--- src/rtl/ex_div_unit_pkg.sv ---
// ---------------------------------------------------------------------------
// ex_div_unit_pkg
//   Shared definitions for the EX-stage iterative divider.
//   - DIV_WIDTH   : default operand width
//   - div_state_e : 2-bit FSM encoding (FREE / DZERO / ON / END)
//   - div_busy()  : states in which the divider holds the EX instruction
// ---------------------------------------------------------------------------
package ex_div_unit_pkg;

  localparam int DIV_WIDTH = 32;

  typedef enum logic [1:0] {
    DIV_FREE  = 2'b00,
    DIV_DZERO = 2'b01,
    DIV_ON    = 2'b10,
    DIV_END   = 2'b11
  } div_state_e;

  // A divide in flight (iterating or reporting divide-by-zero) keeps EX stalled.
  function automatic logic div_busy(input div_state_e s);
    return (s == DIV_ON) || (s == DIV_DZERO);
  endfunction

endpackage

--- src/rtl/ex_div_unit_div_step.sv ---
// ---------------------------------------------------------------------------
// div_step
//   One combinational restoring-division step.
//   Ports:
//     rem      in  WIDTH  partial remainder (always < divisor)
//     dq       in  WIDTH  dividend bits still to consume (MSB first) with
//                         quotient bits collected in the low end
//     divisor  in  WIDTH  divisor magnitude
//     rem_next out WIDTH  partial remainder after this step
//     dq_next  out WIDTH  dq shifted left by one with the new quotient bit
// ---------------------------------------------------------------------------
module div_step
  import ex_div_unit_pkg::*;
#(
  parameter int WIDTH = DIV_WIDTH
) (
  input  logic [WIDTH-1:0] rem,
  input  logic [WIDTH-1:0] dq,
  input  logic [WIDTH-1:0] divisor,
  output logic [WIDTH-1:0] rem_next,
  output logic [WIDTH-1:0] dq_next
);

  logic [WIDTH:0] shifted;
  logic [WIDTH:0] trial;

  // Bring down the next dividend bit; the subtract is one bit wider than the
  // operands so its MSB is the borrow.
  assign shifted = {rem, dq[WIDTH-1]};
  assign trial   = shifted - {1'b0, divisor};

  always_comb begin
    rem_next = trial[WIDTH-1:0];
    dq_next  = {dq[WIDTH-2:0], 1'b1};
    if (trial[WIDTH]) begin
      // Borrow: restore. Since rem < divisor, the shifted value fits WIDTH bits.
      rem_next = shifted[WIDTH-1:0];
      dq_next  = {dq[WIDTH-2:0], 1'b0};
    end
  end

endmodule

--- src/rtl/ex_div_unit.sv ---
// ---------------------------------------------------------------------------
// ex_div_unit
//   Iterative radix-2 integer divider for DIV/DIVU/REM/REMU in the EX stage.
//   Signed operands are reduced to magnitudes, divided WIDTH restore steps,
//   then sign-corrected. The EX instruction is held via stallreq_o.
//   Ports:
//     clk         in   1        pipeline clock, rising edge
//     rst         in   1        asynchronous reset, active low
//     start_i     in   1        EX holds a divide op (level)
//     signed_i    in   1        1 = signed divide
//     dividend_i  in   WIDTH    operand A, sampled on accept only
//     divisor_i   in   WIDTH    operand B, sampled on accept only
//     annul_i     in   1        flush/cancel of the EX instruction
//     result_o    out  2*WIDTH  {remainder, quotient}, zero unless ready_o
//     ready_o     out  1        one-cycle result-valid pulse
//     stallreq_o  out  1        stall request to the pipeline controller
//   Latency: accept in cycle 0, WIDTH ON cycles, ready in cycle WIDTH+1.
//   Divide by zero is ready in cycle 2.
// ---------------------------------------------------------------------------
module ex_div_unit
  import ex_div_unit_pkg::*;
#(
  parameter int WIDTH = DIV_WIDTH
) (
  input  logic               clk,
  input  logic               rst,
  input  logic               start_i,
  input  logic               signed_i,
  input  logic [WIDTH-1:0]   dividend_i,
  input  logic [WIDTH-1:0]   divisor_i,
  input  logic               annul_i,
  output logic [2*WIDTH-1:0] result_o,
  output logic               ready_o,
  output logic               stallreq_o
);

  localparam int CW = (WIDTH > 1) ? $clog2(WIDTH) : 1;
  localparam logic [CW-1:0] CNT_LAST = CW'(WIDTH - 1);

  div_state_e         state_reg;
  logic [CW-1:0]      cnt_reg;
  logic [WIDTH-1:0]   rem_reg;
  logic [WIDTH-1:0]   dq_reg;
  logic [WIDTH-1:0]   dvsr_reg;
  logic               qneg_reg;
  logic               rneg_reg;
  logic               ready_reg;
  logic [2*WIDTH-1:0] result_reg;

  logic               a_neg;
  logic               b_neg;
  logic [WIDTH-1:0]   a_mag;
  logic [WIDTH-1:0]   b_mag;
  logic               div_zero;
  logic [WIDTH-1:0]   rem_step;
  logic [WIDTH-1:0]   dq_step;
  logic [WIDTH-1:0]   q_fixed;
  logic [WIDTH-1:0]   r_fixed;

  // Operand magnitudes. The magnitude of MIN is 2^(WIDTH-1), which is exact
  // as an unsigned WIDTH-bit value, so MIN/-1 needs no special case.
  assign a_neg    = signed_i & dividend_i[WIDTH-1];
  assign b_neg    = signed_i & divisor_i[WIDTH-1];
  assign a_mag    = a_neg ? -dividend_i : dividend_i;
  assign b_mag    = b_neg ? -divisor_i  : divisor_i;
  assign div_zero = (divisor_i == '0);

  div_step #(
    .WIDTH(WIDTH)
  ) u_step (
    .rem      (rem_reg),
    .dq       (dq_reg),
    .divisor  (dvsr_reg),
    .rem_next (rem_step),
    .dq_next  (dq_step)
  );

  // Sign correction applied to the outcome of the final step.
  assign q_fixed = qneg_reg ? -dq_step  : dq_step;
  assign r_fixed = rneg_reg ? -rem_step : rem_step;

  // An annulled instruction must not stall the pipeline in its flush cycle.
  assign stallreq_o = ~annul_i &
                      (((state_reg == DIV_FREE) & start_i) | div_busy(state_reg));

  assign ready_o  = ready_reg;
  assign result_o = result_reg;

  always_ff @(posedge clk or negedge rst) begin
    if (!rst) begin
      state_reg  <= DIV_FREE;
      cnt_reg    <= '0;
      rem_reg    <= '0;
      dq_reg     <= '0;
      dvsr_reg   <= '0;
      qneg_reg   <= 1'b0;
      rneg_reg   <= 1'b0;
      ready_reg  <= 1'b0;
      result_reg <= '0;
    end else if (annul_i) begin
      state_reg  <= DIV_FREE;
      cnt_reg    <= '0;
      ready_reg  <= 1'b0;
      result_reg <= '0;
    end else begin
      case (state_reg)
        DIV_FREE: begin
          ready_reg  <= 1'b0;
          result_reg <= '0;
          if (start_i) begin
            rem_reg  <= '0;
            cnt_reg  <= '0;
            dvsr_reg <= b_mag;
            qneg_reg <= a_neg ^ b_neg;
            rneg_reg <= a_neg;
            if (div_zero) begin
              // Keep the raw dividend: it is returned unchanged as remainder.
              dq_reg    <= dividend_i;
              state_reg <= DIV_DZERO;
            end else begin
              dq_reg    <= a_mag;
              state_reg <= DIV_ON;
            end
          end
        end

        DIV_DZERO: begin
          state_reg  <= DIV_END;
          ready_reg  <= 1'b1;
          result_reg <= {dq_reg, {WIDTH{1'b1}}};
        end

        DIV_ON: begin
          rem_reg <= rem_step;
          dq_reg  <= dq_step;
          if (cnt_reg == CNT_LAST) begin
            cnt_reg    <= '0;
            state_reg  <= DIV_END;
            ready_reg  <= 1'b1;
            result_reg <= {r_fixed, q_fixed};
          end else begin
            cnt_reg <= cnt_reg + 1'b1;
          end
        end

        DIV_END: begin
          // Operands are never sampled here; a new op is accepted in FREE.
          state_reg  <= DIV_FREE;
          ready_reg  <= 1'b0;
          result_reg <= '0;
        end

        default: begin
          state_reg  <= DIV_FREE;
          ready_reg  <= 1'b0;
          result_reg <= '0;
        end
      endcase
    end
  end

endmodule

--- config.mk ---
export PLATFORM = sky130hd
export DESIGN_NAME = ex_div_unit
export DESIGN_NICKNAME = d
export VERILOG_FILES = /design/src/rtl/ex_div_unit_pkg.sv /design/src/rtl/ex_div_unit_div_step.sv /design/src/rtl/ex_div_unit.sv
export SDC_FILE = /design/constraint.sdc
export NUM_CORES = 1
export LEC_CHECK = 0
export ABC_AREA = 1
export BUFFER_PORTS_ARGS = -buffer_cell sky130_fd_sc_hd__buf_2
export CAP_MARGIN = 0
export CELL_PAD_IN_SITES_DETAIL_PLACEMENT = 0
export CELL_PAD_IN_SITES_GLOBAL_PLACEMENT = 2
export CORE_ASPECT_RATIO = 1.2
export CORE_UTILIZATION = 33
export CTS_CLUSTER_DIAMETER = 80
export DETAILED_ROUTE_END_ITERATION = 8
export HOLD_SLACK_MARGIN = 0.03
export PLACE_DENSITY = 0.93
export SYNTH_ARGS = -nofsm -noshare
export SYNTH_HDL_FRONTEND = slang
export SYNTH_HIERARCHICAL = 1
export SYNTH_SLANG_ARGS = --single-unit
--- constraint.sdc ---
create_clock -name clk -period 3.58 [get_ports clk]
set_input_delay 0.716 -clock clk [delete_from_list [all_inputs] [get_ports clk]]
set_output_delay 0.716 -clock clk [all_outputs]
set_load 0.01 [all_outputs]
==> summary.md, run 1 <==
The tools report the startpoint type of the worst setup path as a flip-flop. For this block, the via count after detailed routing is 15000. The tools report the largest net degree at the start of global routing as 128. From left edge to right edge, the die measures 192 µm.

The share of the clock period used by the worst path came out at 94.6%. Each instance of the synthesized netlist takes up on average 6.08 µm². The worst hold-check path type was primary input to async pin.

The number of global-route vias before repair is 14500, and the number of hold violations in the final report is 0. Iteration-0 DRC count of the detailed router: 1018. CTS placed an instance of clkbuf_16 at the clock tree root. The run gives 0 as the quantity of hold-fixing buffers added after cts. For this design the top-level I/O count stands at 135. Row generation in the floorplan step produced 83 rows.

Deepest clock path buffer count: 2. The tool flagged a number of max-cap violations equal to 0. The floorplan step set the die height to 230 µm.

For the worst-skew pair, the clock arrives at the later sink with an insertion delay of 0.46 ns. The first-pass iteration count of the detailed router is 6. For the number of inserted diodes, the log shows 0. Library cell occupying the most area in the post-synthesis netlist: dfrtp_1. Of all flip-flops after synthesis, the portion carrying an async set or reset was 100%.

Based on the critical path, the design can be clocked at up to 0.295 GHz. The global route total overflow was 0; the count of fill cells added during filler insertion was 4790. The register with the most flip-flops in the layout has 64 of them. The floorplan step defined a die boundary enclosing 44300 µm². In this run, CTS created clock tree buffers numbering 17.

Setup repair after global routing could not meet its margin everywhere. Data on the critical path arrives at its endpoint at 3.72 ns. TritonCTS built the clock tree.

Input and output buffers added on the ports amount to 134. The library cell used most frequently in the layout, excluding fill and tap cells, is nand2_1. The initial antenna violation count was 0; the time the final worst path needs with I/O delays and setup was 3.39 ns. The congestion estimate from routability-driven global placement came to 0.964. When the netlist entered floorplanning its net count stood at 2471.

The H-tree generated during clock tree synthesis spans 4 levels. The final number of max-transition violations was 0. Of all nets on the critical path, the largest fanout is 4. The detail route stage leaves a number of antenna-violating nets equal to 0.

The count of state elements after synthesis was 170; the data required time of the worst path was 3.91 ns. Clock tree synthesis found a total of 170 sinks. Sorting the synthesized cells by area gives the leading types as dfrtp_1, nand2_1, inv_1.

After synthesis the cells add up to 14400 µm². Setup violations remaining at the end of the flow were counted as 0. Clock skew on the completed layout was measured at 0.0220 ns.

The placed instance count was 2980. After clock tree synthesis, the clock-pin slew on the worst setup and hold paths is 0.08 ns. The tools report the worst flop-to-flop path startpoint as dq_reg[31]$_DFFE_PN0P_. For this run, the number of Yosys warnings is 6. The run gives 33.5% as the initial core utilization. The flow ran to the end, and the final reports show no timing, DRC or antenna violations. In the routed design, unresolved DRC markers number 0.

Among all flip-flop cells after synthesis, the most frequent one is dfrtp_1. The routed length per placed instance is 16.3 µm, and the synthesized netlist cell count is 2360. After the last flow step, the layout net total stands at 2568. For this block, the routed nets add up to 49300 µm of wire.

Sequential fraction of the synthesis area: 29.6%. The critical path in this run is classified as flip-flop to flip-flop. From synthesis to final layout, the design area changed by 14.1%. The number of synthesized flops with an enable pin came out at 0. The launching instance or port of the critical path was dq_reg[31]$_DFFE_PN0P_. At the pin with the least slew margin, the transition time is 0.859 ns. The floorplan step defined a core boundary enclosing 42900 µm². Measured in cells, the most critical reg-to-reg path has a length of 22.

The type of destination of the critical path is a flip-flop. The first global-routing pass estimated 77000 µm of wire. After synthesis, the netlist uses 46 different library cells. In the final layout, the share of cells above drive strength 1 is 13.3%. The vias per cell came out at 4.97.

Once layout is complete, the cells apart from fillers number 3022. The tools report the worst slew margin relative to its limit as 42.8%. In the layout the commonest cells are nand2_1, inv_1, nand3_1. After legalization and detailed placement, the total HPWL measured 38800 µm.

The run gives 22.5% as the total global routing track utilization. The share of the synthesized area in the top cell type was 29.6%.
[synth_stat cells (2+ instances only)]
library cell / number
nand2_1: 921
inv_1: 300
nor2_1: 197
nand3_1: 195
dfrtp_1: 170
o21ai_0: 125
a21oi_1: 93
ha_1: 41
buf_4: 35
xor2_1: 31
clkbuf_1: 30
o31ai_1: 30
buf_2: 24
nand4_1: 24
nor3_1: 21
nand2_2: 11
o21ai_1: 11
nor2_2: 9
buf_6: 8
a22o_1: 7
buf_1: 7
o21bai_1: 7
xnor2_1: 7
inv_2: 6
and2_1: 5
nor2_4: 5
or2_2: 5
a21oi_2: 3
a22oi_1: 3
nand3b_1: 3
nor2_8: 3
or2_0: 3
a31oi_1: 2
and3_1: 2
nand2_4: 2
nand3_2: 2
nor3_2: 2
o22ai_1: 2
[metal layers]
metal / up-vias / routed length (µm) / GRT usage, %
met5: - / 0 / 0
met4: 0 / 1790 / 9.35
met3: 72 / 2120 / 2.74
met2: 396 / 24600 / 39.8
met1: 6973 / 20800 / 27.2
li1: 7590 / - / -
[logic make-up (layout without fill, tap and decap cells)]
| family | Yosys count | after routing | synth area share (%) |
|---|---|---|---|
| xor gates and xnor gates | 38 | 38 | 2.32 |
| DFF | 170 | 170 | 29.6 |
| AOI/OAI and AO/OA | 287 | 287 | 11.1 |
| buffers and inverters | 411 | 520 | 12.3 |
| and+or+nand+nor | 1412 | 1413 | 40.9 |
| adders and majority gates | 42 | 42 | 3.71 |
[path summary, 6_finish.rpt]
kind	end	slack, ns
max	result_o[14]$_DFFE_PN0P_	0.19
max in group asynchronous	result_o[55]$_DFFE_PN0P_	2.42
min	dvsr_reg[11]$_DFFE_PN0P_	0.22
min in group clk	result_o[29]$_DFFE_PN0P_	0.48
max reg2reg	result_o[14]$_DFFE_PN0P_	0.19
min reg2reg	result_o[29]$_DFFE_PN0P_	0.48
[area by class of cell]
type,instances,area (µm²),area share (%)
Multi-Input combinational cell,1780,8620,52.6
Clock inverter,15,178,1.08
Clock buffer,17,425,2.60
Sequential cell,170,4250,26.0
Tap cell,552,691,4.22
Timing Repair Buffer,181,1070,6.53
Inverter,307,1150,7.03
[metrics by stage]
step                      setup TNS [ns]  utilization [%]  setup slack (ns)  hold WS, ns  area [µm²]
after detailed placement        -0.00275             36.0          -0.00275        0.460       15400
after CTS                        -0.0657             37.4           -0.0193        0.230       16000
after global routing              -0.265             38.2           -0.0377        0.247       16400
after floorplan                        0                -             0.386        0.420       14400
after global placement                 0             36.0            0.0366        0.460       15400
final                                  0             38.2             0.193        0.215       16400
[worst max-delay path, cell delays in order, from the launching register on]
cell and delay (ns):
dfrtp_1 0.36, inv_1 0.05, ha_1 0.23, fa_2 0.37, inv_2 0.07, nand2_1 0.05, nand2_1 0.07, nand3_1 0.09
nand2_2 0.11, nand2_1 0.07, nand2_2 0.08, nand2_2 0.09, nand2_2 0.10, nand2_2 0.11, nand2_4 0.14, inv_1 0.08
ha_1 0.22, nand3_1 0.09, nand2_1 0.14, nand3_1 0.28, o21ai_0 0.11, a21oi_1 0.25, o21ai_0 0.11
[what timing repair did]
item                                    4_1_cts  5_1_grt
gates cloned                                  0        1
endpoints found under the setup margin        8       40
pin swaps                                     0       16
buffers inserted                              0        9
resized for setup                             2       83
Power of run 1 is left out: the tool's default activity adds up to more than one toggle a clock period on the data nets, which glitch-free logic cannot reach.
==> inputs of run 2 (changes only) <==
Settings changed: CORE_MARGIN set to 2, GPL_TIMING_DRIVEN set to 1, PLACE_DENSITY 0.93 to 0.82.
==> run 2 against run 1 <==
Effect of this change:
- register-to-register slack about the same
- final cell count increased by 0.53%
- maximum frequency up 0.10%
- via count decreased by 1.7%
- die area up 1.9%
- non-clock buffer count rose by 15
- utilization is 0.35 points higher
- final area grew 0.92%
- critical path depth grew 2
- critical endpoint is now result_o[30]$_DFFE_PN0P_
- highest routed layer unchanged
==> summary.md, run 2 (synthesis gave the netlist of run 1 again) <==
The flow ran to the end, and the final reports show no timing, DRC or antenna violations. The maximum clock frequency is 0.296 GHz (was 0.295 GHz), and the number of hold violations in the final report is 0 (unchanged). The insertion delay to the later sink of the worst-skew pair was 0.46 ns (about the same); the final count of negative-setup-slack endpoints was 0 (unchanged).

The startpoint type of the worst setup path is a flip-flop (unchanged). The tools report the number of global-route vias before repair as 14700 (was 14500). The total half-perimeter wirelength after legalization and detailed placement was 40700 µm (was 38800 µm). The remaining routing DRC violations came out at 0 (unchanged). For the area occupied by registers, the log shows 4250 µm² (unchanged).

The worst slew margin relative to its limit was 48.9% (was 42.8%). The cell at the slowest stage of the critical path is dfrtp_1 (was fa_2). The chip height was 232 µm (was 230 µm). The depth of the worst register-to-register path is 24 (was 22), and the share of layout cells above drive strength 1 is 13.3% (about the same). The overall routed net length is 51200 µm (was 49300 µm).

The register-to-register setup slack is 0.20 ns (was 0.19 ns). The tools report the number of rows in the core area as 83 (unchanged). The worst path arrival time was 3.74 ns (was 3.72 ns); the maximum fanout along the worst path was 7 (was 4). The number of routed nets with antenna violations is 0 (unchanged), and the first-pass iteration count of the detailed router is 7 (was 6).

TritonCTS built the clock tree. The horizontal extent of the die is 194 µm (was 192 µm), and the initial core utilization is 33.5% (unchanged). The worst setup skew after layout came out at 0.0167 ns (was 0.0220 ns). Quantity of hold-fixing buffers added after cts: 0 (unchanged).

The tools report the final estimated routing congestion in global placement as 0.907 (was 0.964). The number of clock sinks came out at 170 (unchanged). The worst flop-to-flop path startpoint was rem_reg[5]$_DFFE_PN0P_ (was dq_reg[31]$_DFFE_PN0P_). Post-CTS clock slew at the launch and capture registers of the worst setup and hold paths: 0.08 ns (about the same).

The dominant cell type by count on the critical path is nand2_2 (unchanged). Via count: 14800 (was 15000). The tools report the deepest clock path buffer count as 2 (unchanged). The number of flip-flops in the largest register works out to 64 (unchanged). The category of cells accounting for the largest share of critical-path delay was simple AND/OR/NAND/NOR gates (unchanged). The minimum setup slack after placement is -0.174 ns (was -0.00275 ns), and the area of the die is 45200 µm² (was 44300 µm²). Class of the most critical setup path: flip-flop to flip-flop (unchanged). The time the final worst path needs with I/O delays and setup works out to 3.38 ns (was 3.39 ns). The share of the clock period used by the worst path was 94.5% (was 94.6%).

Area taken by multi-input logic gates: 8610 µm² (was 8620 µm²). The run gives 135 (unchanged) as the number of placed I/O pins. The number of inserted diodes was 0 (unchanged). For the net count reported at finish, the log shows 2584 (was 2568). The logs give 0 (unchanged) for the initial antenna violation count and 23.1% (was 22.5%) for the total global routing track utilization. The library cell used as clock root buffer is clkbuf_16 (unchanged). The run gives 0 (unchanged) as the final number of max-transition violations. The tools report the max-cap check violation count as 0 (unchanged). Number of H-tree levels: 4 (unchanged).

The tools report the worst flop-to-flop path endpoint as result_o[30]$_DFFE_PN0P_ (was result_o[14]$_DFFE_PN0P_). Series of cell instances along the critical path: ha_1 -> nand2_2 -> inv_1 -> a21oi_2 -> nand2_2 -> nand2_1 -> nand2_2 -> nand2_2 -> nand2_2 -> nand2_2 -> nand2_4 -> buf_6 -> inv_1 -> ha_1 -> nand3_1 -> nand2_2 -> nand4_1 -> buf_4 -> nor2_2 -> nand2_1 -> nand2_1 -> nand3_1 -> nand2_1 -> nand2_1 (was inv_1 -> ha_1 -> fa_2 -> inv_2 -> nand2_1 -> nand2_1 -> nand3_1 -> nand2_2 -> nand2_1 -> nand2_2 -> nand2_2 -> nand2_2 -> nand2_2 -> nand2_4 -> inv_1 -> ha_1 -> nand3_1 -> nand2_1 -> nand3_1 -> o21ai_0 -> a21oi_1 -> o21ai_0). Most common cell after layout, fill and taps aside: nand2_1 (unchanged). The count of input and output buffers is 134 (unchanged). The routed length per placed instance is 16.8 µm (was 16.3 µm). The count of buffer and inverter cells on the critical path works out to 4 (was 3). Worst hold-check path type: primary input to async pin (unchanged). The clock buffer count from CTS came out at 17 (unchanged). The largest incremental delay on the critical path was 0.42 ns (was 0.37 ns); the vias per cell was 4.86 (was 4.97). The global route total overflow came out at 0 (unchanged). The largest net degree at the start of global routing is 75 (was 128), and the core box area is 42900 µm² (unchanged). Commonest cells after routing, fill and taps aside: nand2_1, inv_1, nand3_1 (unchanged). The slew at the pin closest to its max-slew limit was 0.766 ns (was 0.859 ns).

The tools report the type of destination of the critical path as a flip-flop (unchanged). For the data required time of the worst path, the log shows 3.93 ns (was 3.91 ns). The area added between synthesis and finish was 15.2% (was 14.1%). The count of fill cells added during filler insertion is 4766 (was 4790), and the wire length of the first global-routing pass is 80800 µm (was 77000 µm). The setup slack of the critical path after layout came out at 0.196 ns (was 0.193 ns). Iteration-0 DRC count of the detailed router: 817 (was 1018).
run 2: cell types whose count changed in the layout (fill, tap and decap cells not counted), moves of 3 or more:
cell      delta
buf_4       +13
clkinv_8     -3
ha_1         -5
ha_4         +4
inv_1        +6
inv_2        -6
nand2_1      +8
nand2_2      -4
nand2_4      -3
nand3_1      +4
run 2: routing by layer:
metal	wire, µm	up-vias	GRT usage, %
met5	0	-	0
met4	2040	0	9.95
met3	1560	80	2.97
met2	25300	288	41.4
met1	22300	6767	27.8
li1	-	7637	-
run 2: layout make-up:
cell class                      instances  area share [%]
Clock inverter                         12           0.984
Clock buffer                           20            2.76
Sequential cell                       170            25.7
Multi-Input combinational cell       1781            52.1
Tap cell                              552            4.18
Timing Repair Buffer                  196            7.32
Inverter                              307            6.97
run 2: how the worst max path moves through the flow:
| stage | from | to | cells past startpoint |
|---|---|---|---|
| floorplan | dq_reg[31]$_DFFE_PN0P_ | result_o[56]$_DFFE_PN0P_ | 27 |
| global placement | rem_reg[18]$_DFFE_PN0P_ | result_o[61]$_DFFE_PN0P_ | 23 |
| detailed placement | dvsr_reg[19]$_DFFE_PN0P_ | result_o[61]$_DFFE_PN0P_ | 24 |
| CTS | dq_reg[31]$_DFFE_PN0P_ | result_o[58]$_DFFE_PN0P_ | 27 |
| global route | dq_reg[31]$_DFFE_PN0P_ | result_o[48]$_DFFE_PN0P_ | 25 |
| finish | rem_reg[5]$_DFFE_PN0P_ | result_o[30]$_DFFE_PN0P_ | 24 |
run 2: per-stage QoR:
step | cell area, µm² | setup TNS [ns] | cells | hold slack [ns] | utilization [%]
after global placement | 15600 | -0.318 | 2996 | 0.457 | 36.3
final | 16500 | 0 | 3038 | 0.259 | 38.6
after global routing | 16500 | -0.0963 | 3038 | 0.314 | 38.6
after floorplan | 14400 | 0 | 2360 | 0.420 | -
after detailed placement | 15600 | -0.383 | 2996 | 0.460 | 36.3
after CTS | 16200 | 0 | 3028 | 0.296 | 37.8
run 2: repair_timing:
item                                    4_1_cts  5_1_grt
pin swaps                                     0       15
endpoints found under the setup margin       10       33
resized for setup                             8       59
buffers inserted                              0        8
gates cloned                                  0        2
Power of run 2 is left out for the same reason.
==> inputs of run 3 (changes only) <==
--- a/constraint.sdc
+++ b/constraint.sdc
@@ -3,2 +3,2 @@
 set_output_delay 0.716 -clock clk [all_outputs]
-set_load 0.01 [all_outputs]
+set_load 0.1 [all_outputs]
==> run 3 against run 2 <==
Effect of this change:
- non-clock buffer count is 2 lower
- hold slack worse by 0.025 ns
- final cell count hardly changed
- utilization is 0.14 points higher
- sequential share of layout area is 0.095 points lower
- flip-flop and latch count stayed put
- count of clock-buffer cells in the layout is 3 lower
- first-iteration DRC count is 15% higher
- maximum frequency hardly changed
==> summary.md, run 3 (synthesis gave the netlist of run 1 again) <==
The number of clock sinks came out at 170 (unchanged). The worst path arrival time was 3.74 ns (about the same); the worst hold margin was 0.234 ns (was 0.259 ns). Worst hold-check path type: primary input to async pin (unchanged).

For the total global routing track utilization, the log shows 22.9% (was 23.1%). The library cell used as clock root buffer is clkbuf_16 (unchanged). The category of cells accounting for the largest share of critical-path delay is simple AND/OR/NAND/NOR gates (unchanged). The global routing usage on met1 was 27.8% (about the same); the met3 usage in global routing was 2.94% (was 2.97%). The type of destination of the critical path is a flip-flop (unchanged). The share of the clock period used by the worst path came out at 94.6% (was 94.5%). The total half-perimeter wirelength after legalization and detailed placement is 40800 µm (was 40700 µm), and the final estimated routing congestion in global placement is 0.905 (was 0.907).

The tools report the global route total overflow as 0 (unchanged). Series of cell instances along the critical path: ha_1 -> nand2_2 -> inv_1 -> a21oi_2 -> nand2_2 -> nand2_1 -> nand2_2 -> nand2_4 -> nand2_2 -> nand2_4 -> nand2_8 -> buf_12 -> nand2_1 -> nand2_2 -> nor2_2 -> buf_4 -> nand2_1 -> o21ai_0 -> buf_4 -> nand3_1 -> nand2_1 -> o21ai_0 -> nand2_1 -> nand2_1 (was ha_1 -> nand2_2 -> inv_1 -> a21oi_2 -> nand2_2 -> nand2_1 -> nand2_2 -> nand2_2 -> nand2_2 -> nand2_2 -> nand2_4 -> buf_6 -> inv_1 -> ha_1 -> nand3_1 -> nand2_2 -> nand4_1 -> buf_4 -> nor2_2 -> nand2_1 -> nand2_1 -> nand3_1 -> nand2_1 -> nand2_1). Setup repair after global routing could not meet its margin everywhere. The time the final worst path needs with I/O delays and setup is 3.39 ns (was 3.38 ns), and the worst setup skew after layout is 0.0173 ns (was 0.0167 ns). The vias per cell came out at 4.87 (was 4.86). The routed length per placed instance is 16.9 µm (was 16.8 µm), and the chip height is 232 µm (unchanged). The share of layout cells above drive strength 1 works out to 13.3% (about the same). The run gives 0 (unchanged) as the number of hold violations in the final report.

Largest incremental delay on the critical path: 0.44 ns (was 0.42 ns). The setup slack of the critical path after layout is 0.193 ns (was 0.196 ns). Count of input and output buffers: 134 (unchanged).

The maximum fanout along the worst path is 11 (was 7), and the minimum setup slack after placement is -0.188 ns (was -0.174 ns). The logs give 45200 µm² (unchanged) for the area of the die and 41.0% (was 41.4%) for the global routing usage on met2. The number of inserted diodes was 0 (unchanged). The global routing's busiest layer is met2 (unchanged).

Startpoint type of the worst setup path: a flip-flop (unchanged). The final number of max-transition violations was 0 (unchanged); the deepest clock path buffer count was 2 (unchanged). Slew at the pin closest to its max-slew limit: 0.744 ns (was 0.766 ns). For the clock buffer count from CTS, the log shows 17 (unchanged).

Class of the most critical setup path: flip-flop to flip-flop (unchanged). The run gives 66 (was 75) as the largest net degree at the start of global routing. TritonCTS built the clock tree. Overall routed net length: 51300 µm (was 51200 µm).

The horizontal extent of the die came out at 194 µm (unchanged). Commonest cells after routing, fill and taps aside: nand2_1, inv_1, nand3_1 (unchanged). The dominant cell type by count on the critical path is nand2_1 (was nand2_2).

The area added between synthesis and finish was 15.6% (was 15.2%). The logs give 7 (unchanged) for the first-pass iteration count of the detailed router and 0 (unchanged) for the initial antenna violation count. The logs give 0.47 ns (was 0.46 ns) for the insertion delay to the later sink of the worst-skew pair and 0 (unchanged) for the number of routed nets with antenna violations. The tools report the register-to-register setup slack as 0.19 ns (was 0.20 ns).

The worst flop-to-flop path startpoint was rem_reg[6]$_DFFE_PN0P_ (was rem_reg[5]$_DFFE_PN0P_). The iteration-0 DRC count of the detailed router is 939 (was 817). The run finished with clean final reports.

Number of placed I/O pins: 135 (unchanged). The number of H-tree levels was 4 (unchanged); the count of buffer and inverter cells on the critical path was 4 (unchanged). For the number of rows in the core area, the log shows 83 (unchanged). The run gives 80200 µm (was 80800 µm) as the wire length of the first global-routing pass.

The cell at the slowest stage of the critical path was dfrtp_1 (unchanged). The run gives 3.93 ns (about the same) as the data required time of the worst path. The core box area is 42900 µm² (unchanged), and the number of flip-flops in the largest register is 64 (unchanged). For the remaining routing DRC violations, the log shows 0 (unchanged). The number of global-route vias before repair was 14500 (was 14700); the worst slew margin relative to its limit was 50.4% (was 48.9%). The via count is 14800 (about the same). The most common cell after layout, fill and taps aside was nand2_1 (unchanged). For the initial core utilization, the log shows 33.5% (unchanged).

The depth of the worst register-to-register path was 24 (unchanged). The worst flop-to-flop path endpoint was result_o[51]$_DFFE_PN0P_ (was result_o[30]$_DFFE_PN0P_). Quantity of hold-fixing buffers added after cts: 0 (unchanged). The logs give 0.295 GHz (was 0.296 GHz) for the maximum clock frequency and 0 (unchanged) for the max-cap check violation count. Final count of negative-setup-slack endpoints: 0 (unchanged). The net count reported at finish was 2582 (was 2584); the post-CTS clock slew at the launch and capture registers of the worst setup and hold paths was 0.08 ns (about the same).
==> run 3: cell count changes in the layout (fill, tap and decap cells not counted), moves of 3 or more <==
cell and change:
ha_1 +3, ha_4 -4, nand2_4 +3, buf_4 -4, buf_12 +5
==> run 3: worst max path at each step <==
| stage | endpoint | startpoint | slack (ns) | cells after the start |
|---|---|---|---|---|
| after CTS | result_o[61]$_DFFE_PN0P_ | dq_reg[31]$_DFFE_PN0P_ | 0.03 | 27 |
| after global placement | result_o[61]$_DFFE_PN0P_ | rem_reg[18]$_DFFE_PN0P_ | -0.16 | 23 |
| final | result_o[51]$_DFFE_PN0P_ | rem_reg[6]$_DFFE_PN0P_ | 0.19 | 24 |
| after detailed placement | result_o[61]$_DFFE_PN0P_ | rem_reg[18]$_DFFE_PN0P_ | -0.19 | 23 |
| after global routing | result_o[59]$_DFFE_PN0P_ | dq_reg[31]$_DFFE_PN0P_ | -0.02 | 27 |
| after floorplan | result_o[56]$_DFFE_PN0P_ | dq_reg[31]$_DFFE_PN0P_ | 0.38 | 27 |
==> run 3: what timing repair did <==
| item | CTS | global route |
|---|---|---|
| setup endpoints to repair | 10 | 45 |
| pin swaps | 0 | 10 |
| setup buffers | 0 | 5 |
| gates cloned | 0 | 3 |
| gates resized for setup | 9 | 65 |
==> run 3: layer usage <==
layer / vias to the layer above / wire, µm
li1: 7632 / -
met1: 6802 / 22300
met2: 278 / 25400
met3: 71 / 1770
met4: 0 / 1850
met5: - / 0
==> run 3: final cells by class <==
| class | count | area [µm²] |
|---|---|---|
| Sequential cell | 170 | 4250 |
| Fill cell | 4741 | 26300 |
| Tap cell | 552 | 691 |
| Clock inverter | 15 | 211 |
| Timing Repair Buffer | 194 | 1260 |
| Multi-Input combinational cell | 1781 | 8600 |
| Inverter | 307 | 1150 |
| Clock buffer | 17 | 425 |
==> run 3: through the flow <==
stage	util [%]	cells	TNS, ns	instance area [µm²]
2_1_floorplan	-	2360	0	14400
3_3_place_gp	36.4	2996	-0.255	15600
3_5_place_dp	36.4	2996	-0.349	15600
4_1_cts	37.9	3028	0	16300
5_1_grt	38.7	3036	-0.0509	16600
6_report	38.7	3036	0	16600
Power of run 3 is left out for the same reason.
